**config.mk**
```make
export PLATFORM = sky130hd
export DESIGN_NAME = code_pack
export DESIGN_NICKNAME = d
export VERILOG_FILES = /design/src/rtl/code_pack.sv
export SDC_FILE = /design/constraint.sdc
export NUM_CORES = 1
export LEC_CHECK = 0
export ABC_CLOCK_PERIOD_IN_PS = 1900
export BUFFER_PORTS_ARGS = -buffer_cell sky130_fd_sc_hd__buf_4
export CAP_MARGIN = 30
export CORE_MARGIN = 4
export CORE_UTILIZATION = 37
export CTS_CLUSTER_SIZE = 28
export DETAILED_ROUTE_END_ITERATION = 7
export GPL_ROUTABILITY_DRIVEN = 0
export PLACE_DENSITY_LB_ADDON = 0.12
export SLEW_MARGIN = 20
export SYNTH_ARGS = -nofsm -noshare
export SYNTH_HDL_FRONTEND = slang
export SYNTH_SLANG_ARGS = --single-unit
export TNS_END_PERCENT = 1
```
**constraint.sdc**
```tcl
create_clock -name clk -period 1.9 [get_ports clk]
set_input_delay 0 -clock clk [delete_from_list [all_inputs] [get_ports clk]]
set_output_delay 0 -clock clk [all_outputs]
set_load 0.02 [all_outputs]
```
**src/rtl/code_pack.sv**
```systemverilog
// code_pack: packs decoded instruction fields into {op, param_a, param_b} code
// words and queues them in a small FIFO that drains toward the parse stage.
// Optional build macro: CODE_PACK_OP_CHECK_EN drops opcodes >= op_count and
// pulses err for one cycle.
module code_pack #(
  parameter int unsigned op_size      = 4,
  parameter int unsigned param_a_size = 4,
  parameter int unsigned param_b_size = 4,
  parameter int unsigned depth        = 4,
  parameter int unsigned op_count     = 8
) (
  input  logic                                      clk,
  input  logic                                      rst_n,
  input  logic                                      in_valid,
  output logic                                      in_ready,
  input  logic [op_size-1:0]                        in_op,
  input  logic [param_a_size-1:0]                   in_act,
  input  logic [param_b_size-1:0]                   in_dense,
  input  logic [param_a_size+param_b_size-1:0]      in_cost,
  input  logic                                      in_wide,
  output logic                                      out_valid,
  input  logic                                      out_ready,
  output logic [op_size+param_a_size+param_b_size-1:0] out_code,
  output logic [$clog2(depth):0]                    level,
  output logic                                      err
);

  localparam int unsigned CodeW = op_size + param_a_size + param_b_size;
  localparam int unsigned PtrW  = $clog2(depth);
  localparam int unsigned LvlW  = PtrW + 1;

  logic [CodeW-1:0] mem_q [depth];
  logic [PtrW-1:0]  wr_ptr_q, wr_ptr_d;
  logic [PtrW-1:0]  rd_ptr_q, rd_ptr_d;
  logic [LvlW-1:0]  level_q, level_d;
  logic [CodeW-1:0] code;
  logic             push, pop, op_ok, write;

  // Encode the incoming field set into a code word.
  always_comb begin
    code = in_wide ? {in_op, in_cost} : {in_op, in_act, in_dense};
  end

`ifdef CODE_PACK_OP_CHECK_EN
  // Opcode range check gates the FIFO write, not the handshake.
  always_comb begin
    op_ok = (32'(in_op) < op_count);
  end
`else
  logic unused_op_count;
  assign unused_op_count = ^op_count;

  // Every accepted word is legal without the check.
  always_comb begin
    op_ok = 1'b1;
  end
`endif

  // Handshake decode; in_ready depends only on registered occupancy.
  always_comb begin
    in_ready  = (level_q != LvlW'(depth));
    out_valid = (level_q != '0);
    push      = in_valid && in_ready;
    pop       = out_valid && out_ready;
    write     = push && op_ok;
    out_code  = out_valid ? mem_q[rd_ptr_q] : '0;
    level     = level_q;
  end

  // Next-state for pointers and occupancy.
  always_comb begin
    wr_ptr_d = write ? wr_ptr_q + 1'b1 : wr_ptr_q;
    rd_ptr_d = pop ? rd_ptr_q + 1'b1 : rd_ptr_q;
    level_d  = level_q;
    unique case ({write, pop})
      2'b10:   level_d = level_q + 1'b1;
      2'b01:   level_d = level_q - 1'b1;
      default: level_d = level_q;
    endcase
  end

  // Pointer and occupancy state.
  always_ff @(posedge clk or negedge rst_n) begin
    if (!rst_n) begin
      wr_ptr_q <= '0;
      rd_ptr_q <= '0;
      level_q  <= '0;
    end else begin
      wr_ptr_q <= wr_ptr_d;
      rd_ptr_q <= rd_ptr_d;
      level_q  <= level_d;
    end
  end

  // Storage array; contents are deliberately not reset.
  always_ff @(posedge clk) begin
    if (write) begin
      mem_q[wr_ptr_q] <= code;
    end
  end

`ifdef CODE_PACK_OP_CHECK_EN
  logic err_q;

  // One-cycle error pulse after a rejected accept.
  always_ff @(posedge clk or negedge rst_n) begin
    if (!rst_n) begin
      err_q <= 1'b0;
    end else begin
      err_q <= push && !op_ok;
    end
  end

  assign err = err_q;
`else
  assign err = 1'b0;
`endif

endmodule

```
# Word-level counts from Yosys, hierarchy flattened
# Memories as Yosys holds them, arrays and structs flattened.
# Index checks and enable logic that the tools add are counted.
# totals
wordCells	20
out_inout_bits	18
ram_bits	48
n_memories	1
inputBits	25
register_bits	7
# mem_list
memory	depth	width	read_ports	rd_ports_with_merged_regs	wr	line_no	rtl
mem_q	4	12	1	0	1	32	logic [CodeW-1:0] mem_q [depth];
# op_classes
reduce_logical	4
n_addsub	4
n_eq_ne	3
n_mux	5
# ops
operator	n
12-bit 2-to-1 mux	1
8-bit 2-to-1 mux	1
3-bit one-hot mux with 2 select lines	1
2-bit by 1-bit adder with 2-bit output (second input constant)	2
3-bit by 1-bit adder with 3-bit output (second input constant)	1
3-bit != test (second input constant)	1
3-bit nonzero test	1
3-bit by 1-bit subtractor with 3-bit output (second input constant)	1
2-bit by 1-bit equality test with 1-bit output (second input constant)	1
2-bit equality test (second input constant)	1
1-bit logical AND	2
1-bit 2-to-1 mux	2
2-bit nonzero test	1

# Logic depth before layout (Yosys ltp)
# logic_depth
word_depth	4
depth_mapped	9

# Worst setup path after synthesis
# No wires, ideal clock.
# synth_path
kind	reg-to-reg
from	register level_q[2], in the netlist level[2]
to	register level_q[2], in the netlist level[2]
arrival_ps	2129
period_less_slack_ps	2208
required_time_ps	1820
path_stages_with_launch	10
path_slack_ps	-308
path_cell_list	dfrtp_1 or3b_4 and2_4 inv_1 ha_1 inv_1 fa_1 xor2_1 nor2_1 xor2_1
# synth_via
elab_chain_cells	4
elab_cells_between_ends	10
# synth_lines
element	line_no	rtl
start: declaration	35	logic [LvlW-1:0] level_q, level_d;
start signal: assignment	91	level_q <= level_d;
3-bit != test (*)	61	in_ready = (level_q != LvlW'(depth));
via in_ready	15	output logic in_ready,
1-bit logical AND (*)	63	push = in_valid && in_ready;
2-bit by 1-bit equality test with 1-bit output / 2-bit equality test (equally long branches)	75	unique case ({write, pop})
3-bit one-hot mux with 2 select lines / 2-bit nonzero test (equally long branches)	n/a	
# The timed path passes the listed nets; every way through them passes the cells marked *.
# A chain may end at the register's enable or synchronous reset.

# Worst setup path after layout
# layout_path
from	register level_q[0], in the netlist level[0]
to	register level_q[2], in the netlist level[2]
# layout_via
elab_chain_cells	4
elab_cells_between_ends	10
# layout_lines
element	line_no
3-bit != test / 3-bit nonzero test (equally long branches)	61, 62
1-bit logical AND, on equally long branches	63, 64
2-bit by 1-bit equality test with 1-bit output / 2-bit equality test (equally long branches)	75
3-bit one-hot mux with 2 select lines / 2-bit nonzero test (equally long branches)	n/a
# Several ways; a longest one is shown, not always the timed one.

==> flow_summary.yaml <==
outcome:
  violations: "setup timing"
  status: "finished, violations left"
yosys:
  netlist_instances: 124
  ys_seq_area_share_pct: 68.9
  synth_area_sq_um: 2350
  postSynthAreaPerCell_sq_um: 18.9
  yosysTopAreaCellShare_pct: 61.4
  synth_top_area_cell: "edfxtp_1"
  synth_ff_type: "edfxtp_1"
  synth_cell_types: 23
  ys_warn_count: 0
  synthTopCellsByArea: "edfxtp_1, mux4_2, dfrtp_1, mux2_2, and2_1"
  syn_nets: 155
  synth_edf_count: 48
  synth_seq_cells: 55
  async_flop_share_pct: 12.7
global_route:
  grt_max_degree: 17
  gr-usage-all-layers_pct: 13.2
  grt_overflow: 0
  antenna_found_initial: 0
  grt_pass1_vias: 1390
  grt_pass1_wl_um: 7280
layout:
  fill_cells: 517
  fin_cells: 263
  final_common_cell: "buf_4"
  finalInstanceArea_sq_um: 3040
  diodes: 0
  final_cell_mix: "buf_4, edfxtp_1, mux4_2, and2_1, mux2_2"
  drive_above_1_share_pct: 50.0
  final_util_pct: 50.4
  syn_to_final_growth_pct: 29.4
  layout.nets: 218
power:
  vdd_ir_drop_max_uv: 569
  p_sw_mw: 1.53
  p_total_mw: 4.78
  pwr-share-clk_pct: 18.6
  p_leak_nw: 1.17
  intPower_mw: 3.25
  p_sw_share_pct: 32.0
  pwr-share-comb_pct: 44.3
  power_frac_seq_pct: 37.1
  power.density_nw_per_um2: 1580
timing:
  worst_hold_slack_ns: 0.0376
  setup_viol: 2
  final_hold_viol_count: 0
  fin_ws_ns: -0.0954
  rsz0062_at_grt: "yes"
  post-route-period-util_pct: 105
  drv_slew: 0
  fmaxAchievable_mhz: 501
  tightestPinTransition_ns: 0.724
  min_period_ns: 2.00
  fin_setup_tns_ns: -0.142
  fin_worst_skew_ns: 0.00654
  max_slew_margin_pct: 51.7
setup_path:
  crit_path_top_delay_cell: "dfrtp_2"
  worstPathMaxFanout: 3
  end_kind: "flop"
  critical-path-max-stage-delay_ns: 0.43
  ff2ff_setup_slack_ns: -0.1
  cp.arrival_ns: 2.22
  crit_type: "reg2reg"
  crit_path_cell_trace: "or3b_4 -> and2_4 -> inv_2 -> ha_4 -> inv_2 -> fa_2 -> xor2_1 -> nor2_1 -> xor2_1"
  crit_required_ns: 2.13
  worst_setup_path_start_kind: "flop"
cts:
  cts_sinks: 55
  cts_tree: "built"
  clkTransAtPathRegs_ns: 0.10
  root_buffer: "clkbuf_8"
  clock_latency_ns: 0.30
  cts_buffer_depth: 2
  htree_levels: 2
  cts_made_buffers: 5
routing:
  avgViaCountPerCell: 4.77
  wire_per_inst_um: 17.6
  drtIter0Drc: 46
  drc: 0
  firstDrtPassIters: 4
  routed_wl_um: 4620
  drtAntennaViolNets: 0
  vias: 1255
die:
  num_rows: 28
  die_width_um: 87.7
  fp.dieArea_sq_um: 7680
  core_sq_um: 6030
  die_h_um: 87.7
  initial_core_util_pct: 39.0
  ios: 43
place:
  io_buffers: 41
  place_ws_ns: -0.129
  placed_cells: 246
  post_dp_cell_area_sq_um: 2810
  dp_hpwl_um: 3130
worst_hold_path:
  holdCritPathClass: "in2async"
job:
  cap_viol_max_count: 0
-- cells in the mapped netlist (2+ instances only) --
master    number
clkbuf_1       2
and3_1         4
buf_6          2
dfrtp_1        7
mux4_2        12
xnor2_1        3
ha_1           5
inv_1          6
and2_1        13
mux2_2         8
edfxtp_1      48
xor2_1         3
-- cell type report --
type / count / area [sq um] / share of cell area, %
inverter: 6 / 22.5 / 0.742
timing repair buffer: 62 / 480 / 15.8
clock buffer: 6 / 72.6 / 2.39
multi-input combinational: 57 / 688 / 22.7
tap: 75 / 93.8 / 3.09
sequential: 55 / 1620 / 53.3
clock inverter: 2 / 60.1 / 1.98
-- worst paths after layout --
kind,startpoint,to,depth (start not counted)
worst max-delay path,level[0]$_DFFE_PN0P_,level[2]$_DFFE_PN0P_,9
worst min-delay path,rst_n,wr_ptr_q[0]$_DFFE_PN0P_,2
worst max register to register,level[0]$_DFFE_PN0P_,level[2]$_DFFE_PN0P_,9
worst min register to register,level[2]$_DFFE_PN0P_,level[2]$_DFFE_PN0P_,2
max in group asynchronous,rst_n,level[2]$_DFFE_PN0P_,2
min in group clk,in_dense[3],mem_q[1][3]$_DFFE_PP_,2
-- logic make-up (layout without fill, tap and decap cells) --
kind of cell	count (synthesis)	in the layout	share of synthesized area (%)
flops	55	55	68.9
mux	22	22	16.4
simple gates	22	22	6.02
buf+inv	12	76	2.77
fa+ha+maj	6	6	3.52
xor+xnor	6	6	2.24
other cells	1	1	0.160
-- per-layer routing --
metal,vias to the layer above,track usage (%),part of all wire [%]
met5,-,0,0
met3,5,3.48,4.5
met4,0,3.35,1.3
li1,590,-,-
met1,627,15.3,41
met2,33,24.0,54
-- worst max-delay path, delay by kind of cell (launching register included) --
kind,cells,cell delay [ns]
XOR/XNOR,2,0.29
adder cells (fa/ha/maj),2,0.45
buffers and inverters,2,0.09
flip-flops,1,0.43
AND/OR/NAND/NOR,3,0.66
-- registers in the layout, summed over array words and instances, names as in the netlist --
register and count:
wr_ptr_q 2, rd_ptr_q 2, level 3, mem_q 48
-- timing repair --
action,in CTS,in global routing
gates resized for setup,2,0
endpoints found under the hold margin,24,0
setup endpoints to repair,2,2
buffers inserted,3,0
pin swaps,6,0
hold buffers,6,0
-- power by group through the flow --
stage,Clock (mW),Combinational (mW),Sequential (mW)
after floorplan,0,1.29,1.79
after global placement,0,2.06,1.79
after detailed placement,0,2.10,1.81
after CTS,0.910,2.17,1.78
after global routing,0.964,2.30,1.81
final,0.891,2.12,1.78
(Power assumes the default switching activity.)
